==> src/rtl/digit_string_writer_if.sv <==
// ----------------------------------------------------------------------------
// digit_string_writer_if
//   Write port between the digit string writer and the display text RAM.
//   One character is transferred in every cycle where wr_en && wr_ready.
//
//   wr_en     master -> slave   write request valid
//   wr_addr   master -> slave   text-RAM address (ADDR_W bits)
//   wr_data   master -> slave   character to write
//   wr_ready  slave  -> master  text RAM accepts the current write this cycle
// ----------------------------------------------------------------------------
interface digit_string_writer_if #(
    parameter int ADDR_W = 12
);
    logic              wr_en;
    logic [ADDR_W-1:0] wr_addr;
    logic [7:0]        wr_data;
    logic              wr_ready;

    modport master (
        output wr_en,
        output wr_addr,
        output wr_data,
        input  wr_ready
    );

    modport slave (
        input  wr_en,
        input  wr_addr,
        input  wr_data,
        output wr_ready
    );
endinterface

==> src/rtl/digit_string_writer.sv <==
// ----------------------------------------------------------------------------
// digit_string_writer
//   Writes six ASCII digit characters into the text RAM, most significant
//   first, at consecutive addresses starting at base_addr (wrapping modulo
//   2^ADDR_W). Leading '0' characters can be replaced by BLANK_CHAR so that
//   numbers print right-aligned; the last digit is never blanked.
//
//   clock        in   system clock, rising edge
//   reset        in   synchronous, active-high reset
//   start        in   1-cycle job request, sampled only while idle
//   digits       in   six ASCII chars, [47:40] most significant
//   base_addr    in   text-RAM address of the most significant character
//   blank_zeros  in   1 = suppress leading zeros
//   wr           master side of the text-RAM write port
//   busy         out  high while writes of the current job are outstanding
//   done         out  1-cycle pulse after the last write is accepted
// ----------------------------------------------------------------------------
module digit_string_writer #(
    parameter int          ADDR_W     = 12,
    parameter logic [7:0]  BLANK_CHAR = 8'h20
) (
    input  logic                  clock,
    input  logic                  reset,
    input  logic                  start,
    input  logic [47:0]           digits,
    input  logic [ADDR_W-1:0]     base_addr,
    input  logic                  blank_zeros,
    digit_string_writer_if.master wr,
    output logic                  busy,
    output logic                  done
);

    typedef enum logic [1:0] {
        IDLE  = 2'd0,
        WRITE = 2'd1,
        DONE  = 2'd2
    } state_t;

    state_t            state;
    state_t            state_next;

    // Job parameters captured at start; inputs are don't-care afterwards.
    logic [47:0]       digits_q;
    logic [ADDR_W-1:0] base_q;
    logic              blank_q;

    logic [2:0]        idx;
    logic              lead;

    logic [7:0]        ch;
    logic              blank_now;
    logic              accept;
    logic              launch;

    function automatic logic [7:0] char_at(input logic [47:0] d, input logic [2:0] i);
        logic [7:0] c;
        case (i)
            3'd0:    c = d[47:40];
            3'd1:    c = d[39:32];
            3'd2:    c = d[31:24];
            3'd3:    c = d[23:16];
            3'd4:    c = d[15:8];
            default: c = d[7:0];
        endcase
        return c;
    endfunction

    assign launch = (state == IDLE) && start;
    assign accept = (state == WRITE) && wr.wr_ready;

    always_comb begin
        ch        = char_at(digits_q, idx);
        // The least significant position always prints, even when it is '0'.
        blank_now = blank_q && lead && (ch == 8'h30) && (idx != 3'd5);
    end

    // State register
    always_ff @(posedge clock) begin
        if (reset) begin
            state <= IDLE;
        end else begin
            state <= state_next;
        end
    end

    // Next-state logic
    always_comb begin
        state_next = state;
        case (state)
            IDLE:    if (start) state_next = WRITE;
            WRITE:   if (accept && (idx == 3'd5)) state_next = DONE;
            DONE:    state_next = IDLE;
            default: state_next = IDLE;
        endcase
    end

    // Output logic
    always_comb begin
        wr.wr_en   = 1'b0;
        wr.wr_addr = '0;
        wr.wr_data = 8'h00;
        busy       = 1'b0;
        done       = 1'b0;
        case (state)
            WRITE: begin
                wr.wr_en   = 1'b1;
                wr.wr_addr = base_q + ADDR_W'(idx);
                wr.wr_data = blank_now ? BLANK_CHAR : ch;
                busy       = 1'b1;
            end
            DONE: begin
                done = 1'b1;
            end
            default: ;
        endcase
    end

    // Job parameter capture (data only, no reset needed: outputs are masked
    // outside WRITE and WRITE is only entered through a capture).
    always_ff @(posedge clock) begin
        if (launch) begin
            digits_q <= digits;
            base_q   <= base_addr;
            blank_q  <= blank_zeros;
        end
    end

    // Character index and leading-zero tracking
    always_ff @(posedge clock) begin
        if (reset) begin
            idx  <= 3'd0;
            lead <= 1'b0;
        end else if (launch) begin
            idx  <= 3'd0;
            lead <= 1'b1;
        end else if (accept) begin
            if (idx != 3'd5) idx <= idx + 3'd1;
            // Once a real character has been written, later zeros are significant.
            if (!blank_now) lead <= 1'b0;
        end
    end

endmodule

==> src/flat_wrapper.sv <==
// flat-port wrapper written by rule: the top's interface ports become plain ports
module digit_string_writer_flat 
#(
    parameter int          ADDR_W     = 12,
    parameter logic [7:0]  BLANK_CHAR = 8'h20
)
  (clock, reset, start, digits, base_addr, blank_zeros, busy, done, wr_wr_en, wr_wr_addr, wr_wr_data, wr_wr_ready);
  digit_string_writer_if #(.ADDR_W(ADDR_W)) wr_i ();
  input  logic clock;
  input  logic reset;
  input  logic start;
  input  logic [47:0] digits;
  input  logic [ADDR_W-1:0] base_addr;
  input  logic blank_zeros;
  output logic busy;
  output logic done;
  output wire logic [$bits(wr_i.wr_en)-1:0] wr_wr_en;
  output wire logic [$bits(wr_i.wr_addr)-1:0] wr_wr_addr;
  output wire logic [$bits(wr_i.wr_data)-1:0] wr_wr_data;
  input wire logic [$bits(wr_i.wr_ready)-1:0] wr_wr_ready;
  assign wr_wr_en = wr_i.wr_en;
  assign wr_wr_addr = wr_i.wr_addr;
  assign wr_wr_data = wr_i.wr_data;
  assign wr_i.wr_ready = wr_wr_ready;
  digit_string_writer #(.ADDR_W(ADDR_W), .BLANK_CHAR(BLANK_CHAR)) u_core (.clock(clock), .reset(reset), .start(start), .digits(digits), .base_addr(base_addr), .blank_zeros(blank_zeros), .wr(wr_i), .busy(busy), .done(done));
endmodule
==> config.mk <==
export PLATFORM = sky130hd
export DESIGN_NAME = digit_string_writer_flat
export DESIGN_NICKNAME = d
export VERILOG_FILES = /design/src/rtl/digit_string_writer_if.sv /design/src/rtl/digit_string_writer.sv /design/src/flat_wrapper.sv
export SDC_FILE = /design/constraint.sdc
export NUM_CORES = 1
export LEC_CHECK = 0
export BUFFER_PORTS_ARGS = -buffer_cell sky130_fd_sc_hd__buf_2
export CORE_ASPECT_RATIO = 0.9
export CORE_MARGIN = 1
export CORE_UTILIZATION = 50
export CTS_CLUSTER_DIAMETER = 80
export CTS_CLUSTER_SIZE = 40
export DETAILED_ROUTE_END_ITERATION = 10
export MAX_ROUTING_LAYER = met4
export PLACE_DENSITY = 0.88
export SYNTH_ARGS = -nofsm -noshare
export SYNTH_HDL_FRONTEND = slang
export SYNTH_SLANG_ARGS = --single-unit
==> constraint.sdc <==
create_clock -name clock -period 12.85 [get_ports clock]
set_input_delay 0.6425 -clock clock [delete_from_list [all_inputs] [get_ports clock]]
set_output_delay 0.6425 -clock clock [all_outputs]
set_load 0.005 [all_outputs]
# After elaboration in Yosys (flattened, before gate mapping)
# Cells that the tools add are included.
[word_totals]
reg_bits = 67
input_bits = 65
out_inout_bits = 23
word_cells = 45
[classes]
n_addsub = 2
n_eq_ne = 12
muxes = 12
n_reduce_logical = 13
[op_table]
columns = ["op", "count"]
rows = [
  ["$pmux 8 s5", 1],
  ["$mux 8", 2],
  ["$add 12x3->12", 1],
  ["$mux 12", 1],
  ["$eq 8x6->1 const B", 1],
  ["$eq 3x2->1 const B", 2],
  ["$eq 3x3->1 const B", 2],
  ["$logic_and 1x1->1", 6],
  ["$ne 2x2->1 const B", 3],
  ["$reduce_and 2->1", 3],
  ["$mux 1", 5],
  ["$mux 2", 2],
  ["$pmux 2 s2", 1],
  ["$add 3x1->3 const B", 1],
  ["$eq 3x1->1 const B", 1],
  ["$logic_not 3->1", 1],
  ["$ne 3x3->1 const B", 1],
  ["$eq 2x1->1 const B", 1],
  ["$eq 2x2->1 const B", 1],
  ["$logic_not 2->1", 1],
  ["$reduce_bool 2->1", 1],
  ["$reduce_or 2->1", 1],
]

# Depth between registers and ports, before layout
[logic_depth]
word_depth = 8
mapped_depth = 11
ltp_nobuf = 8

# Least setup slack after synthesis
# Ideal clock, no wire load.
[synth_timing]
path_kind = "input to register"
start = "in start"
end = "reg u_core.base_q[0], enable pin"
setup_time_ns = 0.580
arrival_ns = 5.322
t_required_ns = 12.270
slack_ns = 6.948
path_stages = 1
path_buffers = 0
cell_sequence = "nor3b_1"
[synth_via]
elab_chain_cells = 1
[synth_rtl]
columns = ["element", "line", "rtl"]
rows = [
  ["start, declared", "flat_wrapper.sv:11", "input logic start;"],
  ["$logic_and 1x1->1", "digit_string_writer.sv:68", "assign launch = (state == IDLE) && start;"],
  ["end signal, assigned", "digit_string_writer.sv:123", "base_q <= base_addr;"],
  ["end, declared", "digit_string_writer.sv:44", "logic [ADDR_W-1:0] base_q;"],
]
# No other way between the ends.
# A chain may end at the register's enable or synchronous reset.

# Worst setup path after layout
[layout_timing]
start = "reg u_core.idx[2]"
end = "out wr_wr_data[4]"
[layout_via]
elab_chain_cells = 7
elab_cells_between_ends = 12
cone_classes = "6 x eq/ne; 3 x mux; 3 x reduce/logical"
[layout_rtl]
columns = ["element", "line", "rtl"]
rows = [
  ["start, declared", "digit_string_writer.sv:47", "logic [2:0] idx;"],
  ["start signal, assigned", "digit_string_writer.sv:137", "if (idx != 3'd5) idx <= idx + 3'd1;"],
  ["$eq 3x3->1 (tied with other cells)", "digit_string_writer.sv:57", "case (i)"],
  ["$pmux 8 s5", "digit_string_writer.sv:57", ""],
  ["$eq 8x6->1", "digit_string_writer.sv:74", "blank_now = blank_q && lead && (ch == 8'h30) && (idx != 3'd5);"],
  ["$logic_and 1x1->1 (2 in series)", "digit_string_writer.sv:74", ""],
  ["$mux 8 (*)", "digit_string_writer.sv:108", "wr.wr_data = blank_now ? BLANK_CHAR : ch;"],
  ["$mux 8 (*)", "digit_string_writer.sv:104", "case (state)"],
  ["end, declared", "flat_wrapper.sv:19", "output wire logic [$bits(wr_i.wr_data)-1:0] wr_wr_data;"],
]
# Every way passes the cells marked *; elsewhere a longest branch is shown, timed or not.

==> results.cfg <==
[sta]
slew_viol_final = 0
tns_ns = 0
grt_setup_unrepaired = false
final.min_clock_period_ns = 4.08
hold_viol = 0
worst_pin_slew_ns = 0.807
max_freq_mhz = 245
relSlewSlack_pct = 46.1
finClkSkew_ns = 0.00374
setup_violations = 0
post-route-period-util_pct = 31.8

[yosys]
yosysWarnings = 0
netlist_area_mm2 = 0.00292
ys_async_sr_fraction_pct = 0
synthMuxAreaShare_pct = 2.05
syn_nets = 279
ys_ff_latch = 67
synthXorXnorAreaFrac_pct = 2.40
synth_edf_count = 61
yosys.area_share.simple_pct = 11.0
syn_inst = 205
synth_flop_cell = edfxtp_1
seq_area_frac_synth_pct = 66.8
synth_fa_ha_area_share_pct = 4.11
synth_compound_area_share_pct = 10.1
synth_top_family_by_area = simple AND/OR/NAND/NOR gates
ys_types = 47
syn_area_per_cell_um2 = 14.3

[final_layout]
nFillCells = 442
finalNonFillerCells = 368
multiInputGateArea_um2 = 873
layout_common_cells = buf_2 (87), edfxtp_1 (61), nor2_1 (18)
drive_above_1_share_pct = 36.9
fin_util_pct = 63.4
seqCellArea_mm2 = 0.00195
diodes = 0
final_common_cell = buf_2
area_growth_pct = 22.7
fin_nets = 367

[place]
globalplace.congestion = 0.802
portBuffers = 87
dpl.cell_count = 352
post-dp-hpwl_um = 4050

[global_routing]
grt_pass1_wl_um = 8780
track_usage_pct = 21.2
grt_max_degree = 67
grt_overflow = 0
grt_antenna_before_repair = 0
grt_pass1_vias = 1839

[drt]
vias = 2010
drt.antenna.violating_nets = 0
wl_per_cell_um = 15.6
wl_um = 5750
first_iter_violations = 169
dr.pass1.iters = 4
drc = 0
vias_per_cell = 5.46

[power_and_ir_drop]
combPwrFrac_pct = 8.2
leakage_nw = 1.46
p_int_w = 0.000381
clock_power_share_pct = 38.4
vdd_drop_max_uv = 93.9
power_density_mw_per_mm2 = 135
switchingPower_w = 0.000105
switching_share_pct = 21.6
pwr-share-seq_pct = 53.4

[clock_network]
cts_made_buffers = 9
cts_setup_buffers = 0
insertion_delay_ns = 0.34
ctsHoldBuffers = 0
cts-root-buf = clkbuf_8
path_clk_slew_ns = 0.07
cts_resized = 0
cts_sinks = 67
cts_tree = done
cts-htree-levels = 3
clk_path_buf_depth = 2

[setup_path]
end_kind = primary output
cp_max_fo = 26
setup.worst_path.class = flip-flop to primary output
worst-endpoint-required_ns = 12.21
cp.arrival_ns = 3.44
rrSetupSlack_ns = 9.73
cp-start-kind = flip-flop

[worst_hold_path]
hold_class = primary input to flip-flop

[die]
boundaryPins = 88
start_util_pct = 51.7
dieHeight_um = 74.6
core_area_mm2 = 0.00566
die_area_mm2 = 0.00616
row_count = 26
dieWidth_um = 82.6

[flow_run]
maxCapViolCount = 0

[status]
status = completed
-- critical path, stage by stage, from the launching register on --
cell and delay (ns):
dfxtp_1 0.85, inv_1 0.22, ha_1 0.41, a32oi_1 0.23, o211ai_1 0.14, mux2i_1 0.24
nand4_1 0.14, or4b_1 0.53, nor3b_2 0.18, buf_2 0.17
-- sequential cells by signal, summed over array words and instances, names as in the netlist --
| signal | count |
|---|---|
| u_core.lead | 1 |
| u_core.idx | 3 |
| u_core.state | 2 |
| u_core.blank_q | 1 |
| u_core.base_q | 12 |
| u_core.digits_q | 48 |
-- layout make-up --
class / count / area share [%]
timing repair buffer: 88 / 12.3
inverter: 4 / 0.419
tap: 70 / 2.44
multi-input combinational: 123 / 24.3
sequential: 67 / 54.4
clock inverter: 6 / 2.48
clock buffer: 10 / 3.56
-- cells in the mapped netlist (2+ instances only) --
library cell / count / area share (%)
nor3_1: 4 / 0.68
ha_1: 8 / 3.4
buf_6: 5 / 1.9
o21ai_1: 3 / 0.51
dfxtp_1: 6 / 4.1
and2_1: 2 / 0.43
mux2i_1: 6 / 2.1
xor2_1: 6 / 1.8
a22oi_1: 5 / 1.3
nand3b_1: 6 / 1.5
a21o_1: 2 / 0.51
xnor2_1: 2 / 0.60
or3_1: 3 / 0.64
nor2_1: 18 / 2.3
a32oi_1: 6 / 1.8
nand3_1: 5 / 0.86
buf_2: 2 / 0.34
nand4_1: 4 / 0.86
o2111ai_1: 2 / 0.60
edfxtp_1: 61 / 63
o211ai_1: 5 / 1.3
clkbuf_1: 2 / 0.26
buf_4: 2 / 0.51
o21ai_0: 3 / 0.51
a21oi_1: 5 / 0.86
inv_1: 3 / 0.39
nand2_1: 9 / 1.2
-- worst paths after layout --
| check | to | cells after the start | from |
|---|---|---|---|
| hold reg to reg | u_core.lead | 2 | u_core.lead |
| setup / recovery | wr_wr_data[4] | 9 | u_core.idx[2] |
| hold / removal | u_core.digits_q[21] | 1 | digits[21] |
| setup reg to reg | u_core.lead | 8 | u_core.idx[2] |
-- layer usage --
| layer | vias to the layer above | part of all wire [%] | global-route usage [%] |
|---|---|---|---|
| li1 | 969 | - | - |
| met1 | 935 | 40 | 25.3 |
| met2 | 92 | 51 | 32.4 |
| met3 | 14 | 6.8 | 6.87 |
| met4 | 0 | 2.4 | 10.5 |
| met5 | - | 0 | - |
-- power by group through the flow --
stage,Clock (W),Sequential (W),Combinational [W]
floorplan,0,0.000264,0.0000222
global placement,0,0.000264,0.0000388
detailed placement,0,0.000264,0.0000399
CTS,0.000190,0.000259,0.0000400
global route,0.000199,0.000261,0.0000445
finish,0.000187,0.000260,0.0000397
-- cell families (layout without fill, tap and decap cells) --
kind of cell / after synthesis / count (layout)
XOR/XNOR: 8 / 8
multiplexers: 6 / 6
adder cells (fa/ha/maj): 9 / 9
AND/OR/NAND/NOR: 60 / 60
buffers and inverters: 15 / 108
AO/OA/AOI/OAI: 40 / 40
flip-flops: 67 / 67
-- metrics by stage --
stage | total power [W] | cell area, um2 | worst slack [ns] | hold slack, ns
2_1_floorplan | 0.000286 | 2920 | 6.95 | 0.467
3_3_place_gp | 0.000302 | 3370 | 9.34 | 0.483
3_5_place_dp | 0.000304 | 3370 | 9.21 | 0.496
4_1_cts | 0.000490 | 3590 | 8.84 | 0.456
5_1_grt | 0.000504 | 3590 | 8.57 | 0.448
6_report | 0.000486 | 3590 | 8.77 | 0.472
No activity file was read; power rests on OpenSTA's default activity.
